[src/rtl/apb_master_arbiter.sv]
// Round-robin arbiter that serialises commands from NUM_REQ requesters onto one APB master port.
// Each accepted command becomes a SETUP/ACCESS transfer, bounded by a PREADY timeout.
module apb_master_arbiter #(
  parameter int NUM_REQ = 4,
  parameter int ADDR_W  = 8,
  parameter int DATA_W  = 32,
  parameter int TIMEOUT = 16
) (
  input  logic                      PCLK,
  input  logic                      PRESETn,
  input  logic [NUM_REQ-1:0]        req_valid,
  output logic [NUM_REQ-1:0]        req_ready,
  input  logic [NUM_REQ-1:0]        req_write,
  input  logic [NUM_REQ*ADDR_W-1:0] req_addr,
  input  logic [NUM_REQ*DATA_W-1:0] req_wdata,
  output logic [NUM_REQ-1:0]        rsp_valid,
  output logic [DATA_W-1:0]         rsp_rdata,
  output logic                      rsp_err,
  output logic                      PSEL,
  output logic                      PENABLE,
  output logic                      PWRITE,
  output logic [ADDR_W-1:0]         PADDR,
  output logic [DATA_W-1:0]         PWDATA,
  input  logic [DATA_W-1:0]         PRDATA,
  input  logic                      PREADY,
  input  logic                      PSLVERR
);

  // state  | meaning
  // IDLE   | bus quiet, offering req_ready to the round-robin winner
  // SETUP  | PSEL high, PENABLE low, command presented for one cycle
  // ACCESS | PSEL/PENABLE high, waiting for PREADY or timeout
  typedef enum logic [1:0] {
    IDLE   = 2'd0,
    SETUP  = 2'd1,
    ACCESS = 2'd2
  } state_t;

  localparam int IDX_W = (NUM_REQ > 1) ? $clog2(NUM_REQ) : 1;
  localparam int CNT_W = $clog2(TIMEOUT + 1);

  state_t           state;
  logic [IDX_W-1:0] last_grant;
  logic [IDX_W-1:0] owner;
  logic [CNT_W-1:0] tmo_cnt;

  logic [IDX_W-1:0] grant_idx;
  logic             grant_found;
  logic [IDX_W:0]   cand;

  // Search starts one past the previous winner so every requester gets a turn.
  always_comb begin
    grant_found = 1'b0;
    grant_idx   = '0;
    cand        = '0;
    for (int k = 1; k <= NUM_REQ; k++) begin
      cand = {1'b0, last_grant} + (IDX_W+1)'(k);
      if (cand >= (IDX_W+1)'(NUM_REQ)) begin
        cand = cand - (IDX_W+1)'(NUM_REQ);
      end
      if (!grant_found && req_valid[cand[IDX_W-1:0]]) begin
        grant_found = 1'b1;
        grant_idx   = cand[IDX_W-1:0];
      end
    end
  end

  always_comb begin
    req_ready = '0;
    if (PRESETn && (state == IDLE) && grant_found) begin
      req_ready[grant_idx] = 1'b1;
    end
  end

  always_ff @(posedge PCLK or negedge PRESETn) begin
    if (!PRESETn) begin
      state      <= IDLE;
      last_grant <= IDX_W'(NUM_REQ - 1);
      owner      <= '0;
      tmo_cnt    <= '0;
      PSEL       <= 1'b0;
      PENABLE    <= 1'b0;
      PWRITE     <= 1'b0;
      PADDR      <= '0;
      PWDATA     <= '0;
      rsp_valid  <= '0;
      rsp_rdata  <= '0;
      rsp_err    <= 1'b0;
    end else begin
      rsp_valid <= '0;
      case (state)
        IDLE: begin
          if (grant_found) begin
            state      <= SETUP;
            PSEL       <= 1'b1;
            PWRITE     <= req_write[grant_idx];
            PADDR      <= req_addr[grant_idx*ADDR_W +: ADDR_W];
            PWDATA     <= req_wdata[grant_idx*DATA_W +: DATA_W];
            owner      <= grant_idx;
            last_grant <= grant_idx;
          end
        end
        SETUP: begin
          state   <= ACCESS;
          PENABLE <= 1'b1;
          tmo_cnt <= CNT_W'(TIMEOUT - 1);
        end
        ACCESS: begin
          // Terminal count reached on the TIMEOUT-th ACCESS cycle without PREADY.
          if (PREADY || (tmo_cnt == '0)) begin
            state            <= IDLE;
            PSEL             <= 1'b0;
            PENABLE          <= 1'b0;
            tmo_cnt          <= '0;
            rsp_valid[owner] <= 1'b1;
            rsp_err          <= PREADY ? PSLVERR : 1'b1;
            rsp_rdata        <= (PREADY && !PWRITE) ? PRDATA : '0;
          end else begin
            tmo_cnt <= tmo_cnt - CNT_W'(1);
          end
        end
        default: begin
          state   <= IDLE;
          PSEL    <= 1'b0;
          PENABLE <= 1'b0;
        end
      endcase
    end
  end

endmodule

[config.mk]
export PLATFORM = sky130hd
export DESIGN_NAME = apb_master_arbiter
export DESIGN_NICKNAME = d
export VERILOG_FILES = /design/src/rtl/apb_master_arbiter.sv
export SDC_FILE = /design/constraint.sdc
export NUM_CORES = 1
export LEC_CHECK = 0
export ABC_AREA = 1
export CORE_UTILIZATION = 41
export CTS_CLUSTER_SIZE = 16
export DETAILED_ROUTE_END_ITERATION = 16
export GPL_TIMING_DRIVEN = 0
export PLACE_DENSITY = 0.89
export SLEW_MARGIN = 20
export SYNTH_ARGS = -nofsm -noshare
export SYNTH_HDL_FRONTEND = slang
export SYNTH_SLANG_ARGS = --single-unit
[constraint.sdc]
create_clock -name PCLK -period 2.3 [get_ports PCLK]
set_input_delay 0.23 -clock PCLK [delete_from_list [all_inputs] [get_ports PCLK]]
set_output_delay 0.23 -clock PCLK [all_outputs]
set_load 0.01 [all_outputs]
==> results.cfg, run 1 <==
[grt]
grtUsageTotal = 0.313
antenna_found_initial = 0
grt_pass1_vias = 6848
grt_start_max_net_pins = 65
grt.overflow.total = 0
grt_pass1_wl_um = 34800

[synth]
ys_ff_latch = 91
yosys.area.top_type = dfrtp_1
synth_fp_nets = 1079
ys_warn_count = 0
yosys.area.top_type_share = 0.389
synth_cell_types = 28
yosysSeqAreaShare = 0.398
synthTopCellsByArea = dfrtp_1 (39%), nand2_1 (34%), nand4_1 (9.0%), nand3_1 (3.4%), buf_2 (2.9%)
synthCells = 870
synth.cell_area_sq_um = 5720
syn_avg_cell_area_sq_um = 6.58

[job]
max_cap_viol_count = 0

[clock_network]
clkLatencyLatePin_ns = 0.36
tritoncts = yes
path_clk_slew_ns = 0.07
cts_root_buf = clkbuf_16
clockBufferDepth = 2
h-tree-depth = 3
cts_made_buffers = 9
cts.sinks = 91

[floorplanning]
dieWidth_um = 120
pin_count = 288
start_util = 0.426
dieArea_sq_um = 14400
core_sq_um = 13500
fp.dieH_um = 120
rows = 42

[final_layout]
n_fill_cell = 1130
n_antenna_cell = 0
final_nets = 1397
post-route-cell-area_sq_um = 9540
areaGrowthSynthToFinish_pct = 66.6
final_layout_size_suffix_gt1_frac = 0.106

[sta]
timing.hold.ws_ns = 0.305
min_period_ns = 2.65
rsz0062_at_grt = yes
relSlewSlack = 0.668
fin_crit_sh = 1.15
setup_viol = 43
hold_viol = 0
fin_skew_ns = 0.00877
max_freq_ghz = 0.378
setup_ws_ns = -0.346
slew_violations = 0
worst_pin_slew_ns = 0.498

[worst_setup_path]
cp_common_cell = nand2_2
critPathMaxFanout = 8
cpPeakStageDelay_ns = 0.61
critical_path_required_ns = 2.07
crit_path_cell_trace = inv_4 -> nand2_2 -> nand2_2 -> nand2_2 -> nand2_4 -> nor2_4 -> nand3_4 -> nand3_4 -> buf_8 -> buf_12 -> clkinvlp_4 -> nor3_4 -> buf_2
crit_path_start_kind = flip-flop
cp-end-kind = primary output
crit_arrival_ns = 2.42
worstSetupPathType = flip-flop to primary output
cp_slowest_cell = dfstp_2

[drt]
ant_nets = 0
vias = 7179
wl_um = 22800
first_pass_iters = 5
via_per_inst = 5.24
drc = 0
drt_iter0_drc = 687
wl_per_cell_um = 16.7

[power]
p_total_uw = 16500
leakage_uw = 0.00485
vdd_ir_drop_max_v = 0.000859
pwr_density_cell_nw_per_um2 = 1730

[placed_design]
portBuffers = 287
gp_congestion = 0.938
dp_hpwl_um = 17100
placed_area_sq_um = 8850

[worst_hold_path]
hold_path.class = input pin to asynchronous set/reset pin

[status]
outcome = finished, violations left
violations = setup timing
-- per-stage QoR --
step | instances | TNS (ns) | util | setup slack (ns)
final | 1369 | -2.68 | 0.709 | -0.346
after global routing | 1369 | -9.04 | 0.709 | -0.458
after CTS | 1366 | -1.04 | 0.701 | -0.292
after detailed placement | 1334 | -2.58 | 0.658 | -0.663
after global placement | 1333 | -230.69 | 0.655 | -3.19
after floorplan | 870 | 0 | - | 0.152
-- report_power, final --
group          internal (uW)  switching, uW
logic                   5000           7200
registers               2330            377
clock network            878            726
total                   8210           8300
-- cells in the mapped netlist --
library cell,number
o21a_1,1
nand2_1,519
a22o_1,1
nand3_2,3
a21boi_0,1
nand4_1,82
inv_4,1
dfstp_2,2
buf_1,1
nand2_2,5
o21ai_0,12
nor2_1,7
inv_1,18
nor2_2,2
buf_2,33
o21ai_1,1
xor2_1,2
a31oi_1,1
buf_4,8
nand3_1,39
nor3_1,9
buf_6,6
dfrtp_1,89
clkbuf_1,15
clkinv_1,1
nor2_4,2
inv_2,4
ha_1,5
-- worst paths after layout --
check,depth (start not counted),startpoint,to,slack [ns]
worst min-delay path,2,PRESETn,PWDATA[22],0.30
worst min register to register,1,owner[0],rsp_valid[0],0.45
min in group PCLK,3,PRDATA[9],rsp_rdata[9],0.42
worst max-delay path,13,last_grant[0],req_ready[0],-0.35
max in group asynchronous,3,PRESETn,last_grant[1],1.32
worst max register to register,17,last_grant[0],PADDR[7],-0.09
-- registers in the layout (all words and copies together), names as in the netlist --
| register | flops |
|---|---|
| PADDR | 8 |
| PENABLE | 1 |
| PSEL | 1 |
| PWDATA | 32 |
| PWRITE | 1 |
| last_grant | 2 |
| owner | 2 |
| rsp_err | 1 |
| rsp_rdata | 32 |
| rsp_valid | 4 |
| state | 2 |
| tmo_cnt | 5 |
-- cells in the final DEF (no fill, tap or decap), drive strengths merged, types with 5 or more instances in the layout --
cell type / n
clkdlybuf4s50: 282
dfrtp: 89
o21ai: 13
ha: 5
clkbuf: 25
buf: 71
nand2: 524
nor3: 9
nand4: 82
nand3: 42
inv: 26
nor2: 11
-- routing by layer --
| metal | vias to the layer above | GRT usage | wire [um] |
|---|---|---|---|
| met3 | 59 | 0.0509 | 1670 |
| met5 | - | 0 | 0 |
| met2 | 326 | 0.534 | 11200 |
| met1 | 3368 | 0.384 | 9080 |
| met4 | 0 | 0.149 | 859 |
| li1 | 3426 | - | - |
-- repair_timing --
item                                   CTS  global route
resized for setup                       62            28
buffers inserted                        16             3
pin swaps                               12             1
hold buffers                             1             0
endpoints found under the hold margin   28             0
setup endpoints to repair               20            75
-- critical path: cells and delay by family (launching register included) --
kind                   cells  cell delay, ns
AND/OR/NAND/NOR            8            0.86
flip-flops                 1            0.61
buffers and inverters      5            0.59
-- layout make-up --
| cell class | count | area (sq um) | share of cell area |
|---|---|---|---|
| inverter | 24 | 105 | 0.0110 |
| sequential | 91 | 2280 | 0.239 |
| timing repair buffer | 308 | 3040 | 0.319 |
| multi-input combinational | 692 | 3120 | 0.327 |
| buffer | 62 | 447 | 0.0468 |
| clock inverter | 7 | 95.1 | 0.00997 |
| clock buffer | 9 | 225 | 0.0236 |
| tap | 176 | 220 | 0.0231 |
-- cells by family (layout without fill, tap and decap cells) --
family,Yosys count,count (layout),share of synthesized area
and+or+nand+nor,668,668,0.493
buffers and inverters,87,410,0.0778
AOI/OAI and AO/OA,17,17,0.0166
DFF,91,91,0.398
adders and majority gates,5,5,0.0109
xor gates and xnor gates,2,2,0.00306
Power figures use the tool's default switching activity.
==> run 2: changes to the inputs <==
- SETUP_SLACK_MARGIN: not set -> 0.02
- TNS_END_PERCENT: not set -> 50
==> run 2 against run 1 <==
  * The run still ends with setup timing left
  * Cell area grew 3.5%
  * Count of clock-buffer cells in the layout did not move
  * Worst setup slack got worse by 0.026 ns
  * Clock skew down 0.0043 ns
  * Die area stayed put
  * Worst hold slack better by 0.0030 ns
  * Register-to-register slack better by 0.03 ns
  * Cell count up 0.37%
  * Wire length is 3.9% higher
  * Global-route usage shrank 0.36 points
  * Total power increased by 5.2%
  * Utilization is 2.5 points higher
  * Largest cell class unchanged
  * Highest routed layer unchanged
==> results.cfg, run 2 (same netlist as run 1, synthesis figures left out) <==
[drt]
first_pass_iters = 5
wl_met2_um = 11500
drc = 0
drt_iter0_drc = 526
ant_nets = 0
wl_um = 23700
vias = 7269
wl_per_cell_um = 17.3
top_layer = met4
wl_met1_um = 9460
via_per_inst = 5.29
wl_met3_um = 1690

[sta]
setup_viol = 20
fin_skew_ns = 0.00446
max_freq_ghz = 0.374
timing.hold.ws_ns = 0.308
min_period_ns = 2.67
fin_crit_sh = 1.16
slew_violations = 0
relSlewSlack = 0.663
worst_pin_slew_ns = 0.506
setup_ws_ns = -0.371
hold_viol = 0
rsz0062_at_grt = yes

[final_layout]
n_fill_cell = 1074
areaGrowthSynthToFinish_pct = 72.4
multi_input_area_sq_um = 3240
final_layout_size_suffix_gt1_frac = 0.128
layout_common_cells = nand2_1 (489), clkdlybuf4s50_1 (282), dfrtp_1 (89), nand4_1 (82), nand3_1 (36)
post-route-cell-area_sq_um = 9870
largest_registers = PWDATA x32, rsp_rdata x32, PADDR x8
final_core_util = 0.734
final_nets = 1402
final_common_cell = nand2_1
ff_latch_area_sq_um = 2280
n_antenna_cell = 0

[status]
outcome = finished, violations left
violations = setup timing

[grt]
grt_pass1_vias = 6772
grt_pass1_wl_um = 34500
grtUsageTotal = 0.310
antenna_found_initial = 0
grt.overflow.total = 0
grt_start_max_net_pins = 65

[floorplanning]
dieWidth_um = 120
start_util = 0.426
dieArea_sq_um = 14400
rows = 42
core_sq_um = 13500
fp.dieH_um = 120
pin_count = 288

[power]
netSwitchingFraction = 0.499
p_int_uw = 8700
leakage_uw = 0.00500
combPwrFrac = 0.752
clkPwrFrac = 0.092
power_frac_seq = 0.156
pwr_density_cell_nw_per_um2 = 1760
vdd_ir_drop_max_v = 0.000837
p_switching_uw = 8660

[worst_setup_path]
crit_path_start_kind = flip-flop
cp_common_cell = nand2_2
crit_path_cell_trace = buf_4 -> nand2_2 -> nand2_2 -> nand2_2 -> nand2_2 -> nand2_2 -> nand2_2 -> nand2_2 -> nand3_4 -> buf_8 -> buf_12 -> clkinvlp_4 -> nor3_4 -> buf_2
cpPeakStageDelay_ns = 0.59
cp-end-kind = primary output
reg2reg_from = last_grant[0]
ff2ff_setup_slack_ns = -0.06
crit_arrival_ns = 2.44
crit_buf_inv = 5
worstSetupPathType = flip-flop to primary output
cp_top_family = simple AND/OR/NAND/NOR gates
critPathMaxFanout = 6
r2r_cells = 18
r2r_end = PWDATA[30]
critical_path_required_ns = 2.07
cp_slowest_cell = dfstp_2

[clock_network]
clockBufferDepth = 2
path_clk_slew_ns = 0.07
tritoncts = yes
cts_made_buffers = 9
cts.sinks = 91
cts_root_buf = clkbuf_16
clkLatencyLatePin_ns = 0.36
h-tree-depth = 3

[placed_design]
placed_area_sq_um = 8850
dp_hpwl_um = 17100
portBuffers = 287
gp_congestion = 0.938

[worst_hold_path]
hold_path.class = input pin to asynchronous set/reset pin

[job]
max_cap_viol_count = 0
## run 2: worst reg2reg max path: stages, from the launching register on
cell	delay, ns
dfstp_2	0.54
buf_8	0.14
inv_8	0.07
nand2_4	0.07
nand2_4	0.06
nand2_2	0.06
nand2_2	0.08
nor2_4	0.15
nand3_4	0.11
buf_12	0.14
buf_6	0.13
clkbuf_16	0.16
clkbuf_16	0.15
nand4_1	0.10
nand2_1	0.08
nand2_1	0.06
nand2_1	0.05
nand2_1	0.06
nand2_1	0.05
## run 2: power groups by stage
stage | combinational (uW) | sequential (uW) | clock, uW
final | 13100 | 2700 | 1600
after global placement | 10600 | 2700 | 0
after CTS | 11900 | 2690 | 1620
after global routing | 14200 | 2770 | 1690
after detailed placement | 10800 | 2710 | 0
after floorplan | 6840 | 2950 | 0
## run 2: routing by layer
layer,global-route usage,vias to the layer above
met3,0.0513,74
li1,-,3439
met1,0.382,3406
met2,0.522,350
met5,0,-
met4,0.152,0
## run 2: timing repair
item                                   4_1_cts  5_1_grt
setup endpoints to repair                   40       75
gates resized for setup                     76       56
endpoints found under the hold margin       28        0
pin swaps                                   13       32
gates cloned                                 0        6
setup buffers                               10        7
hold buffers                                 1        0
## run 2: cell type report
type | count | area share
Multi-Input combinational cell | 692 | 0.328
Timing Repair Buffer | 312 | 0.324
Sequential cell | 91 | 0.231
Buffer | 63 | 0.0503
Clock buffer | 9 | 0.0228
Tap cell | 176 | 0.0223
Inverter | 24 | 0.0112
Clock inverter | 7 | 0.00963
## run 2: stage by stage
step	instances	setup WS (ns)	power [uW]	setup TNS [ns]
4_1_cts	1361	-0.332	16200	-1.19
2_1_floorplan	870	0.152	9800	0
6_report	1374	-0.371	17400	-1.62
3_5_place_dp	1334	-0.663	13500	-2.58
3_3_place_gp	1333	-3.19	13300	-230.69
5_1_grt	1374	-0.464	18700	-7.41
## run 2: worst max path at each step
stage | from | endpoint | slack, ns | depth (start not counted)
floorplan | last_grant[0] | req_ready[2] | 0.15 | 13
global placement | PRESETn | req_ready[3] | -3.19 | 4
detailed placement | req_valid[0] | req_ready[1] | -0.66 | 13
CTS | last_grant[0] | req_ready[2] | -0.33 | 14
global route | last_grant[0] | req_ready[0] | -0.46 | 14
finish | last_grant[1] | req_ready[0] | -0.37 | 14
==> run 3: changes to the inputs <==
- PLACE_DENSITY: 0.89 -> 0.82
- SETUP_SLACK_MARGIN: 0.02 -> not set
==> run 3 against run 2 <==
  * The flow still finishes with violations (setup timing)
  * Register-to-register slack better by 0.07 ns
  * Sequential power about the same
  * Clock power about the same
  * Worst setup slack better by 0.21 ns
  * Count of clock-buffer cells in the layout increased by 1
  * Total power down 1.8%
  * Worst hold slack improved by 0.058 ns
==> results.cfg, run 3 (same netlist as run 1, synthesis figures left out) <==
[power]
vdd_ir_drop_max_v = 0.000859
pwr_density_cell_nw_per_um2 = 1750
p_total_uw = 17100
leakage_uw = 0.00494

[sta]
fin_crit_sh = 1.07
min_period_ns = 2.47
worst_pin_slew_ns = 0.479
fin_skew_ns = 0.00722
relSlewSlack = 0.681
slew_violations = 0
setup_ws_ns = -0.166
rsz0062_at_grt = yes
timing.hold.ws_ns = 0.366
max_freq_ghz = 0.406
setup_viol = 4
hold_viol = 0

[final_layout]
final_core_util = 0.724
layout_common_cells = nand2_1 (492), clkdlybuf4s50_1 (282), dfrtp_1 (89), nand4_1 (82), nand3_1 (37)
post-route-cell-area_sq_um = 9740
areaGrowthSynthToFinish_pct = 70.1
final_layout_size_suffix_gt1_frac = 0.126
final_common_cell = nand2_1
n_antenna_cell = 0
largest_registers = PWDATA x32, rsp_rdata x32, PADDR x8
final_nets = 1397

[status]
violations = setup timing
outcome = finished, violations left

[floorplanning]
dieArea_sq_um = 14400
fp.dieH_um = 120
pin_count = 288
rows = 42
dieWidth_um = 120
start_util = 0.426
core_sq_um = 13500

[worst_setup_path]
ff2ff_setup_slack_ns = 0.01
critPathMaxFanout = 5
critical_path_required_ns = 2.07
cp-end-kind = primary output
setup.worst_path.end = req_ready[0]
r2r_end = PWDATA[10]
cp_top_family = simple AND/OR/NAND/NOR gates
cp_slowest_cell = dfstp_2
worstSetupPathType = flip-flop to primary output
crit_arrival_ns = 2.24
startpoint = last_grant[0]
reg2reg_from = last_grant[0]
crit_path_start_kind = flip-flop
cpPeakStageDelay_ns = 0.56
crit_buf_inv = 6
crit_path_cell_trace = buf_6 -> inv_8 -> buf_4 -> nand2_2 -> nand3_2 -> nand2_1 -> nand2_2 -> nand2_2 -> nand2_2 -> nand3_4 -> buf_12 -> inv_6 -> nor3_2 -> buf_2
cp_common_cell = nand2_2
r2r_cells = 19
cp.depth = 14

[drt]
wl_um = 23100
drt_iter0_drc = 474
drc = 0
wl_per_cell_um = 16.9
first_pass_iters = 5
ant_nets = 0
via_per_inst = 5.17
vias = 7073

[placed_design]
dp_hpwl_um = 16700
gp_congestion = 0.911
placed_area_sq_um = 8850
portBuffers = 287

[clock_network]
cts_made_buffers = 9
clockBufferDepth = 2
h-tree-depth = 3
path_clk_slew_ns = 0.07
clkLatencyLatePin_ns = 0.36
cts.sinks = 91
cts_root_buf = clkbuf_16
tritoncts = yes

[grt]
grt_start_max_net_pins = 53
grt_pass1_vias = 6896
grt_pass1_wl_um = 35800
antenna_found_initial = 0
grt.overflow.total = 0
grtUsageTotal = 0.321

[worst_hold_path]
hold_path.class = input pin to asynchronous set/reset pin

[job]
max_cap_viol_count = 0
## run 3: changes by cell type in the layout (fill, tap and decap cells not counted), sizes merged
cell	change
buf	-8
clkbuf	+3
inv	+3
clkinv	-2
clkinvlp	-1
## run 3: worst min-delay path by stage
stage	end	slack [ns]	start	cells after the start
3_3_place_gp	rsp_valid[2]	0.44	owner[0]	1
3_5_place_dp	PWDATA[26]	0.18	PRESETn	1
5_1_grt	PWDATA[26]	0.40	PRESETn	2
6_report	PWDATA[26]	0.37	PRESETn	2
2_1_floorplan	PADDR[0]	-0.07	PRESETn	0
4_1_cts	PWDATA[26]	0.39	PRESETn	2
## run 3: cell type report
class / count / area (sq um)
well taps: 176 / 220
plain buffers: 60 / 512
repair inverters: 1 / 6.26
clock inverters: 6 / 76.3
repair buffers: 309 / 3070
fillers: 1123 / 3710
inverters: 24 / 111
multi-input cells: 692 / 3230
clock buffers: 10 / 239
flip-flops and latches: 91 / 2280
## run 3: worst reg2reg max path: stages, from the launching register on
cell and delay [ns]:
dfstp_2 0.56, buf_6 0.14, inv_8 0.05, nand2_4 0.07, nand2_4 0.07, nand2_1 0.08, nand2_2 0.08, nand2_2 0.09
nand2_2 0.07, nand2_2 0.09, nand3_4 0.09, buf_12 0.15, buf_12 0.15, buf_8 0.14, nand2_1 0.06, nand2_1 0.05
nand2_1 0.05, nand2_1 0.08, nand2_1 0.06, nand2_1 0.05
## run 3: repair_timing
action | in CTS | in global routing
endpoints found under the setup margin | 7 | 75
gates resized for setup | 57 | 112
pin swaps | 11 | 18
endpoints found under the hold margin | 40 | 0
gates cloned | 1 | 0
hold buffers | 1 | 0
setup buffers | 17 | 3
## run 3: stage by stage
stage | cells | TNS [ns] | worst slack [ns]
floorplan | 870 | 0 | 0.152
global placement | 1333 | -243.83 | -3.22
detailed placement | 1334 | -2.29 | -0.582
CTS | 1366 | -1.27 | -0.120
global route | 1369 | -3.59 | -0.284
finish | 1369 | -0.646 | -0.166
## run 3: per-layer routing
metal / vias to the layer above / wire, um / global-route usage
li1: 3427 / - / -
met1: 3300 / 9160 / 0.388
met2: 295 / 11700 / 0.554
met3: 51 / 1670 / 0.0646
met4: 0 / 651 / 0.133
met5: - / 0 / 0
## run 3: where the power goes
group	switching, uW	internal [uW]
clock network	712	897
logic	7390	5340
registers	384	2330
